==> src/rtl/puf_uart_pkg.sv <==
// Shared types and constants for the PUF readout UART scheduler.
// State encoding, header tag and message length helper.
package puf_uart_pkg;

    typedef enum logic [2:0] {
        IDLE      = 3'd0,
        GRANT     = 3'd1,
        ARM       = 3'd2,
        WAIT_DONE = 3'd3,
        NEXT      = 3'd4
    } sched_state_t;

    localparam logic [3:0] HEADER_TAG = 4'hA;

    function automatic int msg_len(input int word_bytes, input int header_en);
        return word_bytes + ((header_en != 0) ? 1 : 0);
    endfunction

endpackage

==> src/rtl/puf_tx_scheduler_if.sv <==
// Requester and UART-side signals of the transmit scheduler.
// master = scheduler view, slave = requesters plus UART transmitter view.
interface puf_tx_scheduler_if #(
    parameter int N_REQ      = 2,
    parameter int WORD_BYTES = 4
);
    logic [N_REQ-1:0]              req_valid;
    logic [N_REQ*WORD_BYTES*8-1:0] req_word;
    logic [N_REQ-1:0]              req_ready;
    logic [7:0]                    uart_data;
    logic                          uart_tx_enable;
    logic                          uart_tx_busy;
    logic                          sched_busy;
    logic [2:0]                    active_id;
    logic                          msg_done;
    logic                          timeout_err;

    modport master (
        input  req_valid, req_word, uart_tx_busy,
        output req_ready, uart_data, uart_tx_enable, sched_busy,
               active_id, msg_done, timeout_err
    );

    modport slave (
        output req_valid, req_word, uart_tx_busy,
        input  req_ready, uart_data, uart_tx_enable, sched_busy,
               active_id, msg_done, timeout_err
    );
endinterface

==> src/rtl/rr_arbiter.sv <==
// Round-robin arbiter: combinational search from ptr+1, pointer register moves to the winner.
// Grant is valid in the same cycle; the pointer updates only when en is high and someone won.
module rr_arbiter #(
    parameter int N_REQ = 2
) (
    input  logic             clk,
    input  logic             rst,
    input  logic [N_REQ-1:0] req,
    input  logic             en,
    output logic [N_REQ-1:0] gnt,
    output logic [2:0]       id
);

    logic [7:0]       req_pad;
    logic [2:0]       ptr;
    logic [2:0]       idx;
    logic             found;
    logic [N_REQ-1:0] one_hot_base;

    assign req_pad      = 8'(req);
    assign one_hot_base = N_REQ'(1);

    always_comb begin
        id    = '0;
        idx   = '0;
        found = 1'b0;
        for (int k = 1; k <= N_REQ; k++) begin
            idx = 3'((int'(ptr) + k) % N_REQ);
            if (!found && req_pad[idx]) begin
                found = 1'b1;
                id    = idx;
            end
        end
    end

    assign gnt = found ? (one_hot_base << id) : '0;

    // Reset pointer to the last requester so requester 0 wins first.
    always_ff @(posedge clk or posedge rst) begin
        if (rst) begin
            ptr <= 3'(N_REQ - 1);
        end else if (en && found) begin
            ptr <= id;
        end
    end

endmodule

==> src/rtl/puf_tx_scheduler.sv <==
// Shares one UART transmitter among N_REQ word requesters, round robin, optional header byte.
// Grant-to-first-enable is 1 cycle; each byte waits on the tx_enable/tx_busy handshake.
module puf_tx_scheduler
    import puf_uart_pkg::*;
#(
    parameter int N_REQ       = 2,
    parameter int WORD_BYTES  = 4,
    parameter int HEADER_EN   = 1,
    parameter int ARM_TIMEOUT = 255
) (
    input logic                clk,
    input logic                rst,
    puf_tx_scheduler_if.master bus
);

    localparam int W       = WORD_BYTES * 8;
    localparam int MSG_LEN = msg_len(WORD_BYTES, HEADER_EN);
    localparam int BUF_W   = MSG_LEN * 8;
    localparam int CW      = $clog2(WORD_BYTES + 2);
    localparam int TW      = (ARM_TIMEOUT > 1) ? $clog2(ARM_TIMEOUT) : 1;

    sched_state_t     state;
    logic [N_REQ-1:0] arb_gnt;
    logic [2:0]       arb_id;
    logic             arb_any;
    logic             arb_en;
    logic [W-1:0]     sel_word;
    logic [BUF_W-1:0] full_msg;
    logic [BUF_W-1:0] shift_buf;
    logic [CW-1:0]    byte_cnt;
    logic [TW-1:0]    arm_timer;

    logic [N_REQ-1:0] req_ready_q;
    logic [7:0]       uart_data_q;
    logic             tx_en_q;
    logic             sched_busy_q;
    logic [2:0]       active_id_q;
    logic             msg_done_q;
    logic             timeout_err_q;

    assign arb_en = (state == GRANT);

    rr_arbiter #(.N_REQ(N_REQ)) u_arb (
        .clk (clk),
        .rst (rst),
        .req (bus.req_valid),
        .en  (arb_en),
        .gnt (arb_gnt),
        .id  (arb_id)
    );

    assign arb_any = |arb_gnt;

    always_comb begin
        sel_word = '0;
        for (int i = 0; i < N_REQ; i++) begin
            if (arb_gnt[i]) begin
                sel_word = bus.req_word[i*W +: W];
            end
        end
    end

    // Byte 0 of full_msg is the first byte on the wire.
    generate
        if (HEADER_EN != 0) begin : g_hdr
            assign full_msg = {sel_word, HEADER_TAG, 1'b0, arb_id};
        end else begin : g_nohdr
            assign full_msg = sel_word;
        end
    endgenerate

    always_ff @(posedge clk or posedge rst) begin
        if (rst) begin
            state         <= IDLE;
            shift_buf     <= '0;
            byte_cnt      <= '0;
            arm_timer     <= '0;
            req_ready_q   <= '0;
            uart_data_q   <= '0;
            tx_en_q       <= 1'b0;
            sched_busy_q  <= 1'b0;
            active_id_q   <= '0;
            msg_done_q    <= 1'b0;
            timeout_err_q <= 1'b0;
        end else begin
            req_ready_q   <= '0;
            msg_done_q    <= 1'b0;
            timeout_err_q <= 1'b0;
            case (state)
                // The transmitter has no reset, so never start while it is still busy.
                IDLE: begin
                    if (|bus.req_valid && !bus.uart_tx_busy) begin
                        state <= GRANT;
                    end
                end
                GRANT: begin
                    if (arb_any) begin
                        req_ready_q  <= arb_gnt;
                        active_id_q  <= arb_id;
                        sched_busy_q <= 1'b1;
                        byte_cnt     <= '0;
                        arm_timer    <= '0;
                        uart_data_q  <= full_msg[7:0];
                        shift_buf    <= full_msg >> 8;
                        tx_en_q      <= 1'b1;
                        state        <= ARM;
                    end else begin
                        state <= IDLE;
                    end
                end
                ARM: begin
                    if (bus.uart_tx_busy) begin
                        tx_en_q <= 1'b0;
                        state   <= WAIT_DONE;
                    end else if (arm_timer == TW'(ARM_TIMEOUT - 1)) begin
                        timeout_err_q <= 1'b1;
                        tx_en_q       <= 1'b0;
                        sched_busy_q  <= 1'b0;
                        state         <= IDLE;
                    end else begin
                        arm_timer <= arm_timer + TW'(1);
                    end
                end
                WAIT_DONE: begin
                    if (!bus.uart_tx_busy) begin
                        state <= NEXT;
                    end
                end
                NEXT: begin
                    if (byte_cnt == CW'(MSG_LEN - 1)) begin
                        msg_done_q   <= 1'b1;
                        sched_busy_q <= 1'b0;
                        state        <= IDLE;
                    end else begin
                        byte_cnt    <= byte_cnt + CW'(1);
                        uart_data_q <= shift_buf[7:0];
                        shift_buf   <= shift_buf >> 8;
                        arm_timer   <= '0;
                        tx_en_q     <= 1'b1;
                        state       <= ARM;
                    end
                end
                default: state <= IDLE;
            endcase
        end
    end

    assign bus.req_ready      = req_ready_q;
    assign bus.uart_data      = uart_data_q;
    assign bus.uart_tx_enable = tx_en_q;
    assign bus.sched_busy     = sched_busy_q;
    assign bus.active_id      = active_id_q;
    assign bus.msg_done       = msg_done_q;
    assign bus.timeout_err    = timeout_err_q;

endmodule

==> src/flat_wrapper.sv <==
// flat-port wrapper written by rule: the top's interface ports become plain ports
module puf_tx_scheduler_flat import puf_uart_pkg::*;
#(
    parameter int N_REQ       = 2,
    parameter int WORD_BYTES  = 4,
    parameter int HEADER_EN   = 1,
    parameter int ARM_TIMEOUT = 255
)
  (clk, rst, bus_req_valid, bus_req_word, bus_uart_tx_busy, bus_req_ready, bus_uart_data, bus_uart_tx_enable, bus_sched_busy, bus_active_id, bus_msg_done, bus_timeout_err);
  puf_tx_scheduler_if #(.N_REQ(N_REQ), .WORD_BYTES(WORD_BYTES)) bus_i ();
  input logic clk;
  input logic rst;
  input wire logic [$bits(bus_i.req_valid)-1:0] bus_req_valid;
  input wire logic [$bits(bus_i.req_word)-1:0] bus_req_word;
  input wire logic [$bits(bus_i.uart_tx_busy)-1:0] bus_uart_tx_busy;
  output wire logic [$bits(bus_i.req_ready)-1:0] bus_req_ready;
  output wire logic [$bits(bus_i.uart_data)-1:0] bus_uart_data;
  output wire logic [$bits(bus_i.uart_tx_enable)-1:0] bus_uart_tx_enable;
  output wire logic [$bits(bus_i.sched_busy)-1:0] bus_sched_busy;
  output wire logic [$bits(bus_i.active_id)-1:0] bus_active_id;
  output wire logic [$bits(bus_i.msg_done)-1:0] bus_msg_done;
  output wire logic [$bits(bus_i.timeout_err)-1:0] bus_timeout_err;
  assign bus_i.req_valid = bus_req_valid;
  assign bus_i.req_word = bus_req_word;
  assign bus_i.uart_tx_busy = bus_uart_tx_busy;
  assign bus_req_ready = bus_i.req_ready;
  assign bus_uart_data = bus_i.uart_data;
  assign bus_uart_tx_enable = bus_i.uart_tx_enable;
  assign bus_sched_busy = bus_i.sched_busy;
  assign bus_active_id = bus_i.active_id;
  assign bus_msg_done = bus_i.msg_done;
  assign bus_timeout_err = bus_i.timeout_err;
  puf_tx_scheduler #(.N_REQ(N_REQ), .WORD_BYTES(WORD_BYTES), .HEADER_EN(HEADER_EN), .ARM_TIMEOUT(ARM_TIMEOUT)) u_core (.clk(clk), .rst(rst), .bus(bus_i));
endmodule
==> config.mk <==
export PLATFORM = sky130hd
export DESIGN_NAME = puf_tx_scheduler_flat
export DESIGN_NICKNAME = d
export VERILOG_FILES = /design/src/rtl/puf_uart_pkg.sv /design/src/rtl/puf_tx_scheduler_if.sv /design/src/rtl/rr_arbiter.sv /design/src/rtl/puf_tx_scheduler.sv /design/src/flat_wrapper.sv
export SDC_FILE = /design/constraint.sdc
export NUM_CORES = 1
export LEC_CHECK = 0
export BUFFER_PORTS_ARGS = -buffer_cell sky130_fd_sc_hd__buf_2
export CAP_MARGIN = 10
export CORE_AREA = 3 3 62 107
export DETAILED_ROUTE_END_ITERATION = 7
export DIE_AREA = 0 0 65 110
export GPL_TIMING_DRIVEN = 0
export PLACE_DENSITY = 0.83
export REMOVE_ABC_BUFFERS = 1
export SYNTH_ARGS = -nofsm -noshare
export SYNTH_HDL_FRONTEND = slang
export SYNTH_HIERARCHICAL = 1
export SYNTH_SLANG_ARGS = --single-unit
==> constraint.sdc <==
create_clock -name clk -period 4.33 [get_ports clk]
set_input_delay 0.433 -clock clk [delete_from_list [all_inputs] [get_ports clk]]
set_output_delay 0.433 -clock clk [all_outputs]
set_load 0.01 [all_outputs]
# ---- Word level (Yosys, flattened, before mapping)
# Index checks and enable logic that the tools add are counted.
dict set report word_totals {
  romBits 0
  ff_bits 72
  output_inout_bits 17
  word_cells 99
  inputBits 69
  latchBits 0
  memories 0
  ram_bits 0
}
dict set report classes {
  magnitude_cmp 2
  addsub 4
  div_mod_pow 0
  n_shift 1
  n_reduce_logical 16
  bitwise 2
  mul 0
  eq_ne 15
  muxes 47
}
# operator n
set op_table {}
lappend op_table {{2-to-1 mux 40 bit} 2}
lappend op_table {{one-hot mux 40 bit (2 select lines)} 1}
lappend op_table {{2-to-1 mux 32 bit} 2}
lappend op_table {{2-to-1 mux 8 bit} 6}
lappend op_table {{2-to-1 mux 3 bit} 8}
lappend op_table {{one-hot mux 8 bit (3 select lines)} 1}
lappend op_table {{one-hot mux 8 bit (2 select lines)} 1}
lappend op_table {{2-to-1 mux 1 bit} 15}
lappend op_table {{one-hot mux 3 bit (5 select lines)} 1}
lappend op_table {{2-to-1 mux 2 bit} 5}
lappend op_table {{AND reduction 5 bit} 2}
lappend op_table {{adder 8 x 1 -> 8 bit (second input constant)} 1}
lappend op_table {{== test 8 bit (second input constant)} 1}
lappend op_table {{less-than comparator 3 x 4 -> 1 bit (second input constant)} 2}
lappend op_table {{!= test 2 x 1 -> 1 bit (second input constant)} 4}
lappend op_table {{!= test 2 bit (second input constant)} 4}
lappend op_table {{== test 3 x 2 -> 1 bit (second input constant)} 2}
lappend op_table {{== test 3 bit (second input constant)} 2}
lappend op_table {{one-hot mux 1 bit (3 select lines)} 2}
lappend op_table {{one-hot mux 3 bit (2 select lines)} 1}
lappend op_table {{AND reduction 3 bit} 2}
lappend op_table {{binary-select mux 1 bit (select 2 bit)} 2}
lappend op_table {{AND reduction 4 bit} 1}
lappend op_table {{OR reduction 2 bit} 2}
lappend op_table {{other kinds (12)} 17}

# ---- Longest topological paths before layout
# Gate-level depths: netlist of the first run.
dict set report logic_depth {
  word_depth 14
  mapped_depth 8
  mapped_depth_nobuf 6
}

# ---- By module
# The synthesis of the first run kept the hierarchy.
# mod instances seq_area_each_um2 cells_per_inst area_each_um2
set by_module_without_submodules {}
lappend by_module_without_submodules {puf_tx_scheduler 1 1576.5 334 3195.6}
lappend by_module_without_submodules {rr_arbiter 1 26.3 11 86.3}

# ---- Worst setup path before layout of the first run
# OpenSTA, ideal clock, no wires.
dict set report synth_path {
  path_type {in2reg}
  from {input bus_req_valid[1]}
  to {register u_core.arm_timer[2]}
  t_arrival_ps 1607
  setup_time_ps 126
  path_buffers 1
  t_required_ps 4204
  slack_ps 2597
  path_stages 6
  cell_sequence {a21boi_0 buf_2 o21ai_0 mux2_2 o21a_1 a221o_1}
}
dict set report synth_via {
  elab_chain_len 11
  elab_cells_between_ends 15
  classes_between {1 x eq/ne; 1 x shift; 9 x mux; 4 x reduce/logical}
}
# item line
set synth_rtl {}
lappend synth_rtl {{from (decl)} flat_wrapper.sv:13} ;# input wire logic [$bits(bus_i.req_valid)-1:0] bus_req_valid;
lappend synth_rtl {{binary-select mux 1 bit (select 2 bit)} rr_arbiter.sv:29} ;# if (!found && req_pad[idx]) begin
lappend synth_rtl {{2-to-1 mux 1 bit (not written as such)} rr_arbiter.sv:29}
lappend synth_rtl {{2-to-1 mux 1 bit} rr_arbiter.sv:29}
lappend synth_rtl {{zero test 1 bit} rr_arbiter.sv:29}
lappend synth_rtl {{logical AND 1 bit} rr_arbiter.sv:29}
lappend synth_rtl {{2-to-1 mux 3 bit} rr_arbiter.sv:29}
lappend synth_rtl {{left shift 1 x 3 -> 2 bit} rr_arbiter.sv:36} ;# assign gnt = found ? (one_hot_base << id) : '0;
lappend synth_rtl {{2-to-1 mux 2 bit *} rr_arbiter.sv:36}
lappend synth_rtl {{OR reduction 2 bit *} puf_tx_scheduler.sv:52} ;# assign arb_any = |arb_gnt;
lappend synth_rtl {{!= test 2 x 1 -> 1 bit (no line) *} -}
lappend synth_rtl {{AND reduction 5 bit (no line) *} -}
lappend synth_rtl {{to (signal assigned)} puf_tx_scheduler.sv:121} ;# arm_timer <= arm_timer + TW'(1);
lappend synth_rtl {{to (decl)} puf_tx_scheduler.sv:31} ;# logic [TW-1:0] arm_timer;
# Every way passes the cells marked *; elsewhere a longest branch is shown, timed or not. The select of a mux whose other input is x is not followed.
# A chain may end at the register's enable or synchronous reset.

# ---- Worst setup path after layout of the first run
dict set report layout_path {
  from {register u_core.u_arb.ptr[0]}
  to {register u_core.shift_buf[8]}
}
dict set report layout_via {
  elab_cells_between_ends 23
  classes_between {2 x add/sub; 1 x eq/ne; 1 x shift; 13 x mux; 2 x bitwise; 4 x reduce/logical}
}
# item line
set layout_lines {}
lappend layout_lines {{from (decl)} rr_arbiter.sv:15} ;# logic [2:0] ptr;
lappend layout_lines {{from (signal assigned)} rr_arbiter.sv:41} ;# ptr <= 3'(N_REQ - 1);
lappend layout_lines {{from (signal assigned)} rr_arbiter.sv:43} ;# ptr <= id;
lappend layout_lines {{adder 1 bit} rr_arbiter.sv:28} ;# idx = 3'((int'(ptr) + k) % N_REQ);
lappend layout_lines {{AND 1 bit (no line)} -}
lappend layout_lines {{binary-select mux 1 bit (select 2 bit)} rr_arbiter.sv:29}
lappend layout_lines {{2-to-1 mux 1 bit (not written as such)} rr_arbiter.sv:29}
lappend layout_lines {{2-to-1 mux 1 bit} rr_arbiter.sv:29}
lappend layout_lines {{zero test 1 bit} rr_arbiter.sv:29}
lappend layout_lines {{logical AND 1 bit} rr_arbiter.sv:29}
lappend layout_lines {{2-to-1 mux 3 bit} rr_arbiter.sv:29}
lappend layout_lines {{left shift 1 x 3 -> 2 bit} rr_arbiter.sv:36}
lappend layout_lines {{2-to-1 mux 2 bit *} rr_arbiter.sv:36}
lappend layout_lines {{named net u_core.arb_gnt[1]} puf_tx_scheduler.sv:23} ;# logic [N_REQ-1:0] arb_gnt;
lappend layout_lines {{2-to-1 mux 32 bit / OR reduction 2 bit (equally long branches)} {puf_tx_scheduler.sv:57, puf_tx_scheduler.sv:52}}
lappend layout_lines {{2-to-1 mux 40 bit / != test 2 x 1 -> 1 bit (equally long branches)} -}
lappend layout_lines {{one-hot mux 40 bit (2 select lines) / AND reduction 3 bit (equally long branches)} -}
lappend layout_lines {{to (signal assigned)} puf_tx_scheduler.sv:104} ;# shift_buf <= full_msg >> 8;
lappend layout_lines {{to (signal assigned)} puf_tx_scheduler.sv:137} ;# shift_buf <= shift_buf >> 8;
lappend layout_lines {{to (decl)} puf_tx_scheduler.sv:29} ;# logic [BUF_W-1:0] shift_buf;
# Mark *: on every way through the listed nets, which the timed path passes. The rest lies on a longest branch. The select of a mux whose other input is x is not followed.

==> results of run 1 <==
==> worst min-delay path by stage <==
stage	end	cells after the start	start
finish	u_core/u_arb/ptr[0]	2	rst
global route	u_core/u_arb/ptr[0]	2	rst
CTS	u_core/u_arb/ptr[0]	2	rst
detailed placement	u_core/u_arb/ptr[0]	2	rst
global placement	u_core/u_arb/ptr[0]	2	rst
floorplan	u_core/u_arb/ptr[0]	1	rst
==> cell families (layout without fill, tap and decap cells) <==
kind of cell    Yosys count  after routing  synth area share
compound gates          130            130             0.260
simple gates             95             95             0.144
flops                    64             64             0.488
buf+inv                  42            115            0.0621
mux                       9              9            0.0290
fa+ha+maj                 4              4            0.0153
other cells               1              2           0.00114
==> registers in the layout (all words and copies together), names as in the netlist <==
name	flops
u_core/byte_cnt	3
u_core/arm_timer	8
u_core/state	3
u_core/bus.uart_data	8
u_core/bus.timeout_err	1
u_core/bus.req_ready	2
u_core/bus.msg_done	1
u_core/shift_buf	32
u_core/bus.uart_tx_enable	1
u_core/bus.active_id	3
u_core/u_arb/ptr	1
u_core/bus.sched_busy	1
==> layout by cell type (no fill, tap or decap), drive strengths merged, types with 2 or more instances in the layout <==
master,netlist,routed
buf,21,89
o21ai,70,70
dfrtp,63,63
nand2,53,53
a221o,25,25
clkbuf,8,13
inv,13,13
nor2,11,11
a21oi,9,9
a22oi,8,8
nor3,6,6
nand3,5,5
mux2i,5,5
mux2,4,4
o211ai,4,4
ha,4,4
and4,3,3
and2,3,3
nor3b,3,3
a21boi,3,3
a41oi,2,2
or3b,2,2
and3,2,2
a211o,2,2
a31oi,2,2
conb,1,2
a2bb2oi,2,2
nor2b,2,2
==> worst max-delay path, cell delays in order (launching register included) <==
cell,delay [ps]
dfstp_2,400
a21boi_4,790
nor2b_2,350
buf_8,260
a221o_1,310
o21ai_0,90
o21ai_0,100
==> per-layer routing <==
metal / part of all wire / wire length, um
met1: 0.41 / 3040
met2: 0.53 / 3980
met3: 0.045 / 339
met4: 0.016 / 116
met5: 0 / 0
==> power by group through the flow <==
stage	clock (mW)	combinational, mW	sequential (mW)
floorplan	0	0.491	0.950
global placement	0	0.715	0.947
detailed placement	0	0.771	0.958
CTS	0.481	0.775	0.949
global route	0.505	0.865	0.977
finish	0.465	0.768	0.949
==> per-stage QoR <==
step	power (mW)	cell area [um2]	hold slack, ps	utilization
after floorplan	1.44	3130	323	-
after global placement	1.66	3650	438	0.621
after detailed placement	1.73	3760	448	0.640
after CTS	2.21	3940	83.5	0.670
after global routing	2.35	3940	106	0.670
final	2.18	3940	105	0.670
==> layout make-up <==
type | instances | share of cell area
clock buffers | 13 | 0.0454
inverters | 13 | 0.0124
multi-input cells | 240 | 0.382
flip-flops and latches | 64 | 0.407
well taps | 78 | 0.0248
repair buffers | 89 | 0.129
==> impl_metrics.env, run 1 <==
export IMPL_r2r_start="u_core/u_arb/ptr[0]"
export IMPL_pre_cts_ws_ps=1730
export IMPL_end_kind="flip-flop"
export IMPL_yosys_most_used_dff="dfrtp_1"
export IMPL_crit_end="u_core/shift_buf[8]"
export IMPL_fillers=498
export IMPL_cts_made_buffers=9
export IMPL_overflow=0
export IMPL_die_x_um=65
export IMPL_hold_viol=0
export IMPL_drtAntennaViolNets=0
export IMPL_cts_hold_buf=0
export IMPL_syn_inst=345
export IMPL_crit_path_start="u_core/u_arb/ptr[0]"
export IMPL_drt_wirelength_per_cell_um=15.0
export IMPL_initial_utilization=0.558
export IMPL_num_rows=37
export IMPL_p_sw_mw=0.788
export IMPL_vias_per_cell=5.66
export IMPL_nNetsFinal=490
export IMPL_path_clk_slew_ps=60
export IMPL_first_pass_iters=4
export IMPL_reg2reg_depth=6
export IMPL_irDropWorstVdd_v=0.000320
export IMPL_wl_um=7480
export IMPL_die_y_um=110
export IMPL_fin_ws_ps=1900
export IMPL_internal_power_mw=1.39
export IMPL_tightest_slew_ps=1010
export IMPL_slew_limit_headroom=0.327
export IMPL_grt_max_degree=51
export IMPL_synthTopCellsByCount="dfrtp_1, o21ai_0, nand2_1"
export IMPL_root_buffer="clkbuf_8"
export IMPL_clockPowerShare=0.213
export IMPL_finalMaxSlewViolations=0
export IMPL_areaGrowthSynthToFinish_pct=20.1
export IMPL_async_flop_share=1.00
export IMPL_synth_seq_cells=64
export IMPL_worstPathArrival_ps=2640
export IMPL_place_gp_congestion=0.913
export IMPL_ys_top_cells_by_area="dfrtp_1, o21ai_0, a221o_1"
export IMPL_fin_crit_sh=0.561
export IMPL_grt_busiest_layer="met2"
export IMPL_pwr_share_comb=0.352
export IMPL_swShare=0.361
export IMPL_p_per_area_nw_per_um2=554
export IMPL_leakage_nw=1.87
export IMPL_htree_levels=3
export IMPL_grt_pass1_vias=2434
export IMPL_max_cap_violations=0
export IMPL_die_area_um2=7150
export IMPL_core_um2=5880
export IMPL_yosys_warnings=6
export IMPL_dp_cells=484
export IMPL_cts_sinks=64
export IMPL_port_buffers=85
export IMPL_regToRegSetupSlack_ps=1900
export IMPL_drt_iter0_drc=165
export IMPL_cts_tree="done"
export IMPL_drc=0
export IMPL_max_clock_freq_mhz=412
export IMPL_grt_pass1_wl_um=11400
export IMPL_worstHoldPathType="input pin to asynchronous set/reset pin"
export IMPL_clock_path_buffers=2
export IMPL_track_usage=0.212
export IMPL_multiInputGateArea_um2=1500
export IMPL_clk_latency_ps=330
export IMPL_pwr_share_seq=0.435
export IMPL_start_kind="flip-flop"
export IMPL_crit_fanout=36
export IMPL_layout_min_cycle_time_ps=2430
export IMPL_diodes=0
export IMPL_synth_top_area_frac=0.480
export IMPL_avgSynthCellArea_um2=9.51
export IMPL_crit_type="flip-flop to flip-flop"
export IMPL_ioPinCount=86
export IMPL_finalNonFillerCells=497
export IMPL_ys_seq_area_frac=0.488
export IMPL_grtUsageMet1=0.250
export IMPL_synth_most_common_cell="dfrtp_1"
export IMPL_synth_cell_type_count=45
export IMPL_rsz0062_at_grt="no"
export IMPL_skew_ps=7.91
export IMPL_use_met2=0.371
export IMPL_cts_repair_resized=0
export IMPL_synth_edf_count=0
export IMPL_hpwlAfterDp_um=5390
export IMPL_synth_area_um2=3280
export IMPL_grt_util_met3=0.0416
export IMPL_setup_tns_ps=0
export IMPL_post_cts_setup_buffers=0
export IMPL_antenna_found_initial=0
export IMPL_r2r_end="u_core/shift_buf[8]"
export IMPL_yosys_area_top_type="dfrtp_1"
export IMPL_setup_viol=0
export IMPL_regArea_um2=1600
export IMPL_vias=2815
export IMPL_outcome="finished clean"
export IMPL_layout_drive_gt1_share=0.272
export IMPL_critPathRequiredTime_ps=4540
Power figures use the tool's default switching activity.
==> run 2, diff against run 1 <==
--- a/config.mk
+++ b/config.mk
@@ -7,11 +7,11 @@
 export LEC_CHECK = 0
 export BUFFER_PORTS_ARGS = -buffer_cell sky130_fd_sc_hd__buf_2
 export CAP_MARGIN = 10
-export CORE_AREA = 3 3 62 107
+export CORE_AREA = 3 3 67 116
 export DETAILED_ROUTE_END_ITERATION = 7
-export DIE_AREA = 0 0 65 110
+export DIE_AREA = 0 0 70 119
 export GPL_TIMING_DRIVEN = 0
-export PLACE_DENSITY = 0.83
+export PLACE_DENSITY = 0.75
 export REMOVE_ABC_BUFFERS = 1
 export SYNTH_ARGS = -nofsm -noshare
 export SYNTH_HDL_FRONTEND = slang
==> constraint.sdc (replaced) <==
create_clock -name clk -period 2.08 [get_ports clk]
set_input_delay 0.208 -clock clk [delete_from_list [all_inputs] [get_ports clk]]
set_output_delay 0.208 -clock clk [all_outputs]
set_load 0.01 [all_outputs]
==> run 2 against run 1 <==
Via count rose by 5.6%; non-clock buffer count rose by 13; clock skew fell by 4.2 ps; routed wire length rose by 16%; first-iteration DRC count rose by 30%; cell area rose by 6.6%; die area rose by 17%; clock power rose to 2.8 times the previous value.
==> impl_metrics.env, run 2 (synthesis gave the netlist of run 1 again) <==
export IMPL_initial_utilization=0.475
export IMPL_track_usage=0.219
export IMPL_slowest_stage="dfstp_2"
export IMPL_grt_util_met3=0.0405
export IMPL_hpwlAfterDp_um=5510
export IMPL_cts_tree="done"
export IMPL_tightest_slew_ps=1020
export IMPL_final_cell_mix="buf_2, dfrtp_1, o21ai_0, nand2_1, a221o_1"
export IMPL_root_buffer="clkbuf_16"
export IMPL_hold_start="bus_uart_tx_busy"
export IMPL_grt_pass1_vias=2955
export IMPL_reg2reg_depth=6
export IMPL_grt_max_degree=45
export IMPL_path_clk_slew_ps=50
export IMPL_skew_ps=3.74
export IMPL_fin_crit_sh=0.950
export IMPL_final_common_cell="buf_2"
export IMPL_start_kind="flip-flop"
export IMPL_die_y_um=119
export IMPL_critPathRequiredTime_ps=2290
export IMPL_setup_viol=0
export IMPL_htree_levels=3
export IMPL_r2r_start="u_core/u_arb/ptr[0]"
export IMPL_drc=0
export IMPL_irDropWorstVdd_v=0.000672
export IMPL_r2r_end="u_core/arm_timer[2]"
export IMPL_areaGrowthSynthToFinish_pct=28.0
export IMPL_cts_sinks=64
export IMPL_regMostFlops="u_core/shift_buf"
export IMPL_finalNonFillerCells=521
export IMPL_crit_path_start="u_core/u_arb/ptr[0]"
export IMPL_dp_cells=490
export IMPL_place_gp_congestion=0.904
export IMPL_wl_um=8670
export IMPL_slew_limit_headroom=0.315
export IMPL_port_buffers=85
export IMPL_die_x_um=70
export IMPL_core_um2=6910
export IMPL_p_per_area_nw_per_um2=1220
export IMPL_diodes=0
export IMPL_fillers=599
export IMPL_end_kind="flip-flop"
export IMPL_drt_iter0_drc=215
export IMPL_p_total_mw=5.13
export IMPL_worstHoldPathType="input pin to flip-flop"
export IMPL_regToRegSetupSlack_ps=100
export IMPL_outcome="finished clean"
export IMPL_whs_endpoint="u_core/state[2]"
export IMPL_cpPeakStageDelay_ps=590
export IMPL_drt_wirelength_per_cell_um=16.6
export IMPL_nNetsFinal=505
export IMPL_grtUsageMet1=0.253
export IMPL_vias_per_cell=5.71
export IMPL_max_cap_violations=0
export IMPL_finalMaxSlewViolations=0
export IMPL_die_area_um2=8330
export IMPL_layout_min_cycle_time_ps=1980
export IMPL_drtAntennaViolNets=0
export IMPL_num_rows=40
export IMPL_crit_fanout=5
export IMPL_leakage_nw=1.99
export IMPL_first_pass_iters=5
export IMPL_hold_viol=0
export IMPL_max_clock_freq_mhz=506
export IMPL_vias=2974
export IMPL_clock_path_buffers=2
export IMPL_clk_latency_ps=330
export IMPL_utilization=0.608
export IMPL_largest_reg_flops=32
export IMPL_grt_busiest_layer="met2"
export IMPL_ioPinCount=86
export IMPL_layout_drive_gt1_share=0.295
export IMPL_worstHoldPathCells=2
export IMPL_overflow=0
export IMPL_antenna_found_initial=0
export IMPL_cts_made_buffers=9
export IMPL_worstPathArrival_ps=2180
export IMPL_use_met2=0.384
export IMPL_grt_pass1_wl_um=14400
export IMPL_worstPathCellList="inv_1, a21boi_2, o21ai_0, mux2_2, o21a_1, a221o_1"
export IMPL_crit_type="flip-flop to flip-flop"
[run 2: cell count changes in the layout (fill, tap and decap cells not counted), moves of 2 or more]
cell / delta
clkbuf_1: +6
clkbuf_8: -13
buf_4: +11
clkbuf_16: +9
a21boi_2: +2
[run 2: worst max-delay path: cells and delay by family (launching register included)]
| kind | cells | cell delay, ps |
|---|---|---|
| mux | 1 | 300 |
| compound gates | 4 | 900 |
| flops | 1 | 590 |
| buf+inv | 1 | 70 |
[run 2: how the worst max path moves through the flow]
stage	to	slack, ps	depth (start not counted)
2_1_floorplan	u_core/shift_buf[10]	-1970	5
3_3_place_gp	u_core/shift_buf[19]	-4050	6
3_5_place_dp	u_core/bus.uart_data[5]	-440	6
4_1_cts	u_core/arm_timer[2]	4	6
5_1_grt	u_core/shift_buf[6]	-10	5
6_report	u_core/arm_timer[2]	100	6
[run 2: repair_timing]
action | in CTS | in global routing
resized for setup | 3 | 5
pin swaps | 1 | 0
hold buffers | 1 | 0
hold endpoints to repair | 20 | 0
endpoints found under the setup margin | 55 | 28
setup buffers | 10 | 2
cloned | 2 | 0
[run 2: stage by stage]
step | hold WS (ps) | TNS [ps] | instance area (um2) | setup WS (ps)
floorplan | 97.7 | -96960 | 3130 | -1970
global placement | 215 | -224240 | 3660 | -4050
detailed placement | 226 | -15290 | 3780 | -442
CTS | 130 | 0 | 4160 | 3.90
global route | 174 | -11.0 | 4200 | -11.0
finish | 155 | 0 | 4200 | 105
[run 2: power breakdown]
part | leakage [nW] | internal [mW] | switching, mW
registers | 0.823 | 1.68 | 0.308
logic | 1.04 | 0.825 | 1.01
clock network | 0.122 | 0.805 | 0.495
total | 1.99 | 3.31 | 1.82
[run 2: layer usage]
| metal | part of all wire | vias up |
|---|---|---|
| met3 | 0.043 | 14 |
| met2 | 0.55 | 74 |
| met1 | 0.38 | 1452 |
| li1 | - | 1434 |
| met5 | 0 | - |
| met4 | 0.020 | 0 |
[run 2: final cells by class]
| type | count | area, um2 | share of cell area |
|---|---|---|---|
| Tap cell | 84 | 105 | 0.0250 |
| Sequential cell | 64 | 1600 | 0.381 |
| Clock buffer | 15 | 248 | 0.0590 |
| Clock inverter | 1 | 5.00 | 0.00119 |
| Inverter | 13 | 48.8 | 0.0116 |
| Timing Repair Buffer | 102 | 633 | 0.151 |
| Multi-Input combinational cell | 242 | 1560 | 0.371 |
